==> src/rtl/tlul_host_arb.sv <==
// tlul_host_arb: round-robin N:1 TL-UL host arbiter with in-order D-channel routing FIFO.
// Define TLUL_HOST_ARB_PRIO_EN to give host 0 strict priority over the round-robin hosts.
package tlul_pkg;
    typedef struct packed {
        logic        a_valid;
        logic [2:0]  a_opcode;
        logic [2:0]  a_param;
        logic [1:0]  a_size;
        logic [7:0]  a_source;
        logic [31:0] a_address;
        logic [3:0]  a_mask;
        logic [31:0] a_data;
        logic        d_ready;
    } tl_h2d_t;

    typedef struct packed {
        logic        d_valid;
        logic [2:0]  d_opcode;
        logic [2:0]  d_param;
        logic [1:0]  d_size;
        logic [7:0]  d_source;
        logic        d_sink;
        logic [31:0] d_data;
        logic        d_error;
        logic        a_ready;
    } tl_d2h_t;
endpackage

module tlul_host_arb #(
    parameter int NumHosts = 3,
    parameter int MaxOutstanding = 4,
    localparam int IdxW = (NumHosts > 2) ? $clog2(NumHosts) : 1,
    localparam int PtrW = (MaxOutstanding > 1) ? $clog2(MaxOutstanding) : 1,
    localparam int CntW = $clog2(MaxOutstanding + 1)
) (
    input  logic               clk_i,
    input  logic               rst_i,
    input  tlul_pkg::tl_h2d_t  tl_h_i [NumHosts],
    output tlul_pkg::tl_d2h_t  tl_h_o [NumHosts],
    output tlul_pkg::tl_h2d_t  tl_d_o,
    input  tlul_pkg::tl_d2h_t  tl_d_i,
    output logic               err_o,
    output logic [CntW-1:0]    outstanding_o
);
    logic [NumHosts-1:0] req;
    logic [IdxW-1:0]     ptr, arb, idx, gnt, hold_idx, head;
    logic [IdxW-1:0]     fifo [MaxOutstanding];
    logic [PtrW-1:0]     wptr, rptr;
    logic                hold, found, full, empty, push, pop;

    always_comb begin
        for (int i = 0; i < NumHosts; i++) req[i] = tl_h_i[i].a_valid;
    end

    always_comb begin
        arb   = ptr;
        idx   = '0;
        found = 1'b0;
`ifdef TLUL_HOST_ARB_PRIO_EN
        if (req[0]) begin
            arb   = '0;
            found = 1'b1;
        end
`endif
        for (int i = 0; i < NumHosts; i++) begin
            idx = IdxW'((int'(ptr) + i) % NumHosts);
            if (!found && req[idx]) begin
                arb   = idx;
                found = 1'b1;
            end
        end
    end

    // A request already offered to the device keeps its grant until accepted.
    assign gnt   = (hold && req[hold_idx]) ? hold_idx : arb;
    assign head  = fifo[rptr];
    assign full  = outstanding_o == CntW'(MaxOutstanding);
    assign empty = outstanding_o == '0;

    always_comb begin
        tl_d_o         = tl_h_i[gnt];
        tl_d_o.a_valid = req[gnt] && !full && !rst_i;
        tl_d_o.d_ready = empty || tl_h_i[head].d_ready;
    end

    assign push = tl_d_o.a_valid && tl_d_i.a_ready;
    assign pop  = tl_d_i.d_valid && tl_d_o.d_ready && !empty;

    always_comb begin
        for (int i = 0; i < NumHosts; i++) begin
            tl_h_o[i]         = tl_d_i;
            tl_h_o[i].a_ready = push && gnt == IdxW'(i);
            tl_h_o[i].d_valid = tl_d_i.d_valid && !empty && !rst_i && head == IdxW'(i);
        end
    end

    always_ff @(posedge clk_i) begin
        if (push) fifo[wptr] <= gnt;
    end

    always_ff @(posedge clk_i or posedge rst_i) begin
        if (rst_i) begin
            ptr           <= '0;
            hold          <= 1'b0;
            hold_idx      <= '0;
            wptr          <= '0;
            rptr          <= '0;
            outstanding_o <= '0;
            err_o         <= 1'b0;
        end else begin
            if (push) begin
                wptr <= (wptr == PtrW'(MaxOutstanding - 1)) ? '0 : wptr + 1'b1;
                ptr  <= (gnt == IdxW'(NumHosts - 1)) ? '0 : gnt + 1'b1;
            end
            if (pop) rptr <= (rptr == PtrW'(MaxOutstanding - 1)) ? '0 : rptr + 1'b1;
            outstanding_o <= outstanding_o + CntW'(push) - CntW'(pop);
            err_o         <= err_o || (tl_d_i.d_valid && empty);
            hold          <= tl_d_o.a_valid && !tl_d_i.a_ready;
            hold_idx      <= gnt;
        end
    end
endmodule

==> config.mk <==
export PLATFORM = sky130hd
export DESIGN_NAME = tlul_host_arb
export DESIGN_NICKNAME = d
export VERILOG_FILES = /design/src/rtl/tlul_host_arb.sv
export SDC_FILE = /design/constraint.sdc
export NUM_CORES = 1
export LEC_CHECK = 0
export ABC_AREA = 1
export ABC_CLOCK_PERIOD_IN_PS = 4700
export BUFFER_PORTS_ARGS = -buffer_cell sky130_fd_sc_hd__buf_4
export CORE_AREA = 2 2 219 221
export CTS_BUF_LIST = sky130_fd_sc_hd__clkbuf_8
export DETAILED_ROUTE_END_ITERATION = 10
export DIE_AREA = 0 0 221 223
export HOLD_SLACK_MARGIN = 0.12
export SYNTH_ARGS = -nofsm -noshare
export SYNTH_HDL_FRONTEND = slang
export SYNTH_SLANG_ARGS = --single-unit
==> constraint.sdc <==
create_clock -name clk_i -period 4.7 [get_ports clk_i]
set_input_delay 0.235 -clock clk_i [delete_from_list [all_inputs] [get_ports clk_i]]
set_output_delay 0.235 -clock clk_i [all_outputs]
set_load 0.005 [all_outputs]
==> impl_metrics.yaml, run 1 <==
run_status:
  status: "finished, final reports clean"
timing:
  setup-tns-final_ns: 0
  clock_skew_ns: 0.00506
  slew_violations: 0
  hold_viol: 0
  slew_headroom: 0.326
  finalSetupViolCount: 0
  fin_ws_ns: 0.866
  rsz0062_at_grt: "no"
  fmax_ghz: 0.261
  tightest_slew_ns: 1.01
  fin_crit_sh: 0.816
  period_needed_ns: 3.83
  hold_slack_ns: 0.181
logic_synthesis:
  synthCells: 723
  yosys_warnings: 0
  synth.distinct_cells: 30
  synth_edf_count: 8
  synth_area_per_cell_um2: 5.93
  synth-seq-cells: 21
  synth_area_mm2: 0.00429
  synthFlopType: "dfrtp_1"
  syn_nets: 1047
  synthArstFlopShare: 0.619
  ys_seq_area_frac: 0.132
placed_design:
  io_buffers: 357
  place.gp.congestion: 0.835
  dp_slack_ns: 1.06
  dp_hpwl_um: 15500
drt:
  dr.pass1.iters: 6
  num_vias: 5358
  drc: 0
  dr.first_iter.drc_count: 215
  viasPerCell: 3.53
  ant_nets: 0
  routed_wl_um: 18900
  wire_per_inst_um: 12.4
power_and_ir_drop:
  cellPowerDensity_mw_per_mm2: 906
  leakage_nw: 3.28
  peakVddDrop_mv: 0.426
clocking:
  ctsHoldBuffers: 1
  cts_buffer_depth: 2
  root_buffer: "clkbuf_8"
  cts_setup_buffers: 0
  cts-resized-gates: 0
  cts.clk_slew.worst_paths_ns: 0.09
  htreeDepth: 1
  clock_latency_ns: 0.27
  clkSinkCount: 21
  cts_tree: "done"
  cts_buffers: 3
die:
  dieWidth_um: 221
  rows: 80
  initial_core_util: 0.0910
  core_area_mm2: 0.0471
  dieArea_mm2: 0.0493
  die_h_um: 223
  io_pins: 558
global_route:
  overflow: 0
  antenna_found_initial: 0
  grt_max_degree: 86
  track_usage: 0.0701
  grt_pass1_wl_um: 28000
  grt_pass1_vias: 5259
setup_path:
  crit_fanout: 85
  startpoint_type: "register"
  arrival_ns: 3.60
  end_kind: "output pin"
  cp_data_required_time_ns: 4.47
  reg2reg_depth: 18
  worstSetupPathType: "register to output pin"
finish:
  area_growth_pct: 51.3
  final.fill_count: 5464
  drive_above_1_share: 0.422
  antennaDiodeCount: 0
  nNetsFinal: 1228
run:
  maxCapViolCount: 0
hold_path:
  hold_depth: 2
  hp-class: "primary input to register"
## sequential cells by signal (all words and copies together) (netlist names)
signal and flops:
fifo 8, outstanding_o 3, hold_idx 2, ptr 2, rptr 2, wptr 2
err_o 1, hold 1
## where the power goes
group | internal, W | switching, W
Sequential | 0.000286 | 0.0000604
Combinational | 0.00233 | 0.00307
Clock | 0.0000592 | 0.0000674
## cells in the mapped netlist (all sizes together), types with 2 or more instances
cell type,number,area [um^2]
buf,182,1330
nor3,2,10.0
nand3,189,951
o21ai,5,25.0
ha,11,138
edfxtp,8,240
inv,40,150
clkbuf,5,18.8
nand2,229,880
a21oi,2,10.0
nor2,24,100
nand4,6,43.8
xnor2,2,17.5
dfrtp,13,325
## layer usage
metal | vias up | global-route usage | part of all wire
li1 | 2539 | - | -
met1 | 2394 | 0.0795 | 0.38
met2 | 352 | 0.120 | 0.48
met3 | 73 | 0.0200 | 0.090
met4 | 0 | 0.0353 | 0.049
met5 | - | 0 | 0
## cells by family after synthesis
group / after synthesis / share of synthesized area
simple gates: 450 / 0.463
buf+inv: 227 / 0.349
flops: 21 / 0.132
fa+ha+maj: 12 / 0.0368
compound gates: 11 / 0.0155
xor+xnor: 2 / 0.00408
## worst paths after layout
check,from,to,slack [ns]
max reg2reg,ptr[0],outstanding_o[2],1.02
min,tl_d_i[0],hold,0.18
max,ptr[0],tl_d_o[31],0.87
min in group asynchronous,rst_i,outstanding_o[2],0.59
min reg2reg,err_o,err_o,0.50
max in group asynchronous,rst_i,rptr[0],3.72
## through the flow
step | utilization | total power (W) | instances | cell area [um^2]
floorplan | - | 0.00333 | 723 | 4290
detailed placement | 0.136 | 0.00579 | 1513 | 6430
global route | 0.138 | 0.00644 | 1518 | 6490
CTS | 0.138 | 0.00593 | 1518 | 6490
global placement | 0.136 | 0.00571 | 1513 | 6430
finish | 0.138 | 0.00588 | 1518 | 6490
## worst max-delay path: stages (launching register included)
cell     delay [ns]
dfrtp_1        0.44
inv_1          0.09
ha_1           0.36
inv_2          0.12
nand2_1        0.07
nand3_1        0.06
nand2_1        0.09
nand3_1        0.12
nand3_1        0.09
nand2_1        0.11
nand2_4        0.29
nor2_4         0.20
buf_4          0.74
nand2_1        0.13
nand3_1        0.19
buf_4          0.13
## layout make-up
cell class | count | area (um^2) | share of cell area
inverters | 40 | 151 | 0.0233
repair buffers | 363 | 2730 | 0.420
flip-flops and latches | 21 | 566 | 0.0871
well taps | 615 | 769 | 0.119
clock buffers | 3 | 41.3 | 0.00636
multi-input cells | 475 | 2230 | 0.344
clock inverters | 1 | 5.00 | 0.000771
## cells in the final DEF, fill, tap and decap left out, drive strengths merged, types with 5 or more instances in the layout
| cell | n |
|---|---|
| edfxtp | 8 |
| nand3 | 189 |
| inv | 39 |
| buf | 362 |
| ha | 11 |
| dfrtp | 13 |
| nor2 | 24 |
| nand4 | 6 |
| o21ai | 5 |
| nand2 | 229 |
Note: power is estimated with default switching activity, not from simulation.
==> inputs of run 2 (changes only) <==
ABC_CLOCK_PERIOD_IN_PS = 3400   (was 4700)
clock period = 3.4 ns   (was 4.7 ns; I/O delays follow)
==> run 2 against run 1 <==
Net effect: sequential share of layout area fell by 0.10 points; critical path depth grew 6; first-iteration DRC count grew 1.9%; core utilization increased by 0.16 points; clock power rose by 35%; worst hold slack better by 0.011 ns; register-to-register slack worse by 0.79 ns; largest power group unchanged.
==> impl_metrics.yaml, run 2 (synthesized netlist as in run 1, its figures left out) <==
run_status:
  status: "finished, final reports clean"
finish:
  postLayoutCellArea_mm2: 0.00657
  final_common_cell: "buf_4"
  largest_reg_flops: 8
  antennaDiodeCount: 0
  final_cell_mix: "buf_4 (364), nand2_1 (223), nand3_1 (188)"
  area_growth_pct: 53.2
  top_regs: "fifo (8), outstanding_o (3)"
  final.fill_count: 5430
  nNetsFinal: 1234
  drive_above_1_share: 0.425
  regMostFlops: "fifo"
drt:
  wire_per_inst_um: 12.3
  dr.pass1.iters: 7
  drc: 0
  viasPerCell: 3.56
  num_vias: 5429
  routed_wl_um: 18800
  dr.first_iter.drc_count: 219
  ant_nets: 0
timing:
  hold_slack_ns: 0.193
  tightest_slew_ns: 0.612
  slew_violations: 0
  hold_viol: 0
  slew_headroom: 0.592
  fin_crit_sh: 0.933
  clock_skew_ns: 0.0121
  fmax_ghz: 0.315
  setup-tns-final_ns: 0
  finalSetupViolCount: 0
  rsz0062_at_grt: "no"
  period_needed_ns: 3.17
setup_path:
  worstSetupPathType: "register to register"
  reg2reg_setup_slack_ns: 0.23
  arrival_ns: 3.34
  reg2reg_to: "outstanding_o[2]"
  end_kind: "register"
  crit_fanout: 11
  reg2reg_depth: 21
  r2r-start: "ptr[0]"
  startpoint_type: "register"
  cp_data_required_time_ns: 3.57
placed_design:
  dp_hpwl_um: 15200
  place.gp.congestion: 0.830
  io_buffers: 357
  postPlaceCellArea_mm2: 0.00648
die:
  die_h_um: 223
  rows: 80
  io_pins: 558
  core_area_mm2: 0.0471
  dieWidth_um: 221
  dieArea_mm2: 0.0493
  initial_core_util: 0.0910
hold_path:
  hp-start: "tl_h_i[171]"
  hold_depth: 3
  min_to: "ptr[1]"
  hp-class: "primary input to register"
clocking:
  htreeDepth: 1
  cts_buffer_depth: 2
  cts_tree: "done"
  cts_buffers: 3
  clock_latency_ns: 0.27
  cts.clk_slew.worst_paths_ns: 0.09
  clkSinkCount: 21
  root_buffer: "clkbuf_8"
global_route:
  grt_pass1_vias: 5334
  grt_pass1_wl_um: 28200
  antenna_found_initial: 0
  track_usage: 0.0705
  grt_max_degree: 86
  overflow: 0
power_and_ir_drop:
  cellPowerDensity_mw_per_mm2: 1250
  peakVddDrop_mv: 0.995
  leakage_nw: 3.32
run:
  maxCapViolCount: 0
## run 2: cell types whose count changed in the layout (fill, tap and decap cells not counted), sizes merged
cell / previous run / this run
dlygate4sd3: 1 / 2
clkinv: 2 / 1
inv: 39 / 40
buf: 362 / 367
## run 2: through the flow
| stage | util | total power (W) | std cells | setup slack [ns] |
|---|---|---|---|---|
| floorplan | - | 0.00460 | 723 | 0.415 |
| global placement | 0.138 | 0.00801 | 1516 | 0.398 |
| detailed placement | 0.138 | 0.00808 | 1516 | 0.249 |
| CTS | 0.139 | 0.00829 | 1522 | 0.251 |
| global route | 0.139 | 0.00906 | 1524 | 0.0197 |
| finish | 0.139 | 0.00824 | 1524 | 0.226 |
## run 2: layout make-up
class | instances | area [um^2] | share of cell area
well taps | 615 | 769 | 0.117
multi-input cells | 475 | 2230 | 0.340
flip-flops and latches | 21 | 566 | 0.0861
inverters | 40 | 151 | 0.0230
clock buffers | 3 | 41.3 | 0.00629
clock inverters | 1 | 3.75 | 0.000571
repair buffers | 369 | 2800 | 0.427
## run 2: timing repair
item / in CTS / in global routing
hold buffers: 2 / 0
buffers inserted: 0 / 2
endpoints found under the hold margin: 14 / 0
setup endpoints to repair: 0 / 17
gates resized for setup: 0 / 2
## run 2: how the worst max path moves through the flow
stage / end / from / slack [ns]
2_1_floorplan: outstanding_o[2] / ptr[0] / 0.42
3_3_place_gp: outstanding_o[1] / ptr[0] / 0.40
3_5_place_dp: outstanding_o[2] / ptr[0] / 0.25
4_1_cts: outstanding_o[2] / ptr[0] / 0.25
5_1_grt: outstanding_o[2] / ptr[0] / 0.02
6_report: outstanding_o[2] / ptr[0] / 0.23
## run 2: critical path, cell delays in order (launching register included)
cell and delay [ns]:
dfrtp_1 0.44, inv_1 0.09, ha_2 0.38, inv_2 0.07
nand2_1 0.06, nand3_1 0.06, nand2_1 0.12, nand2_1 0.06
nand2_1 0.05, nand2_1 0.05, nand2_1 0.08, nand2_2 0.07
nand2_4 0.13, clkinv_2 0.10, nand3_1 0.11, nand4_2 0.14
ha_1 0.31, inv_1 0.06, ha_1 0.13, inv_1 0.05
fa_1 0.37, xnor2_1 0.13
## run 2: layer usage
| metal | up-vias | wire (um) | global-route usage |
|---|---|---|---|
| li1 | 2553 | - | - |
| met1 | 2441 | 7180 | 0.0818 |
| met2 | 366 | 9000 | 0.120 |
| met3 | 69 | 1750 | 0.0191 |
| met4 | 0 | 877 | 0.0325 |
| met5 | - | 0 | 0 |
## run 2: report_power, final
group | internal, W | total (W) | leakage [nW] | switching, W
clock | 0.0000808 | 0.000172 | 0.0269 | 0.0000915
sequential | 0.000395 | 0.000484 | 0.231 | 0.0000888
combinational | 0.00332 | 0.00759 | 3.06 | 0.00426
total | 0.00380 | 0.00824 | 3.32 | 0.00444
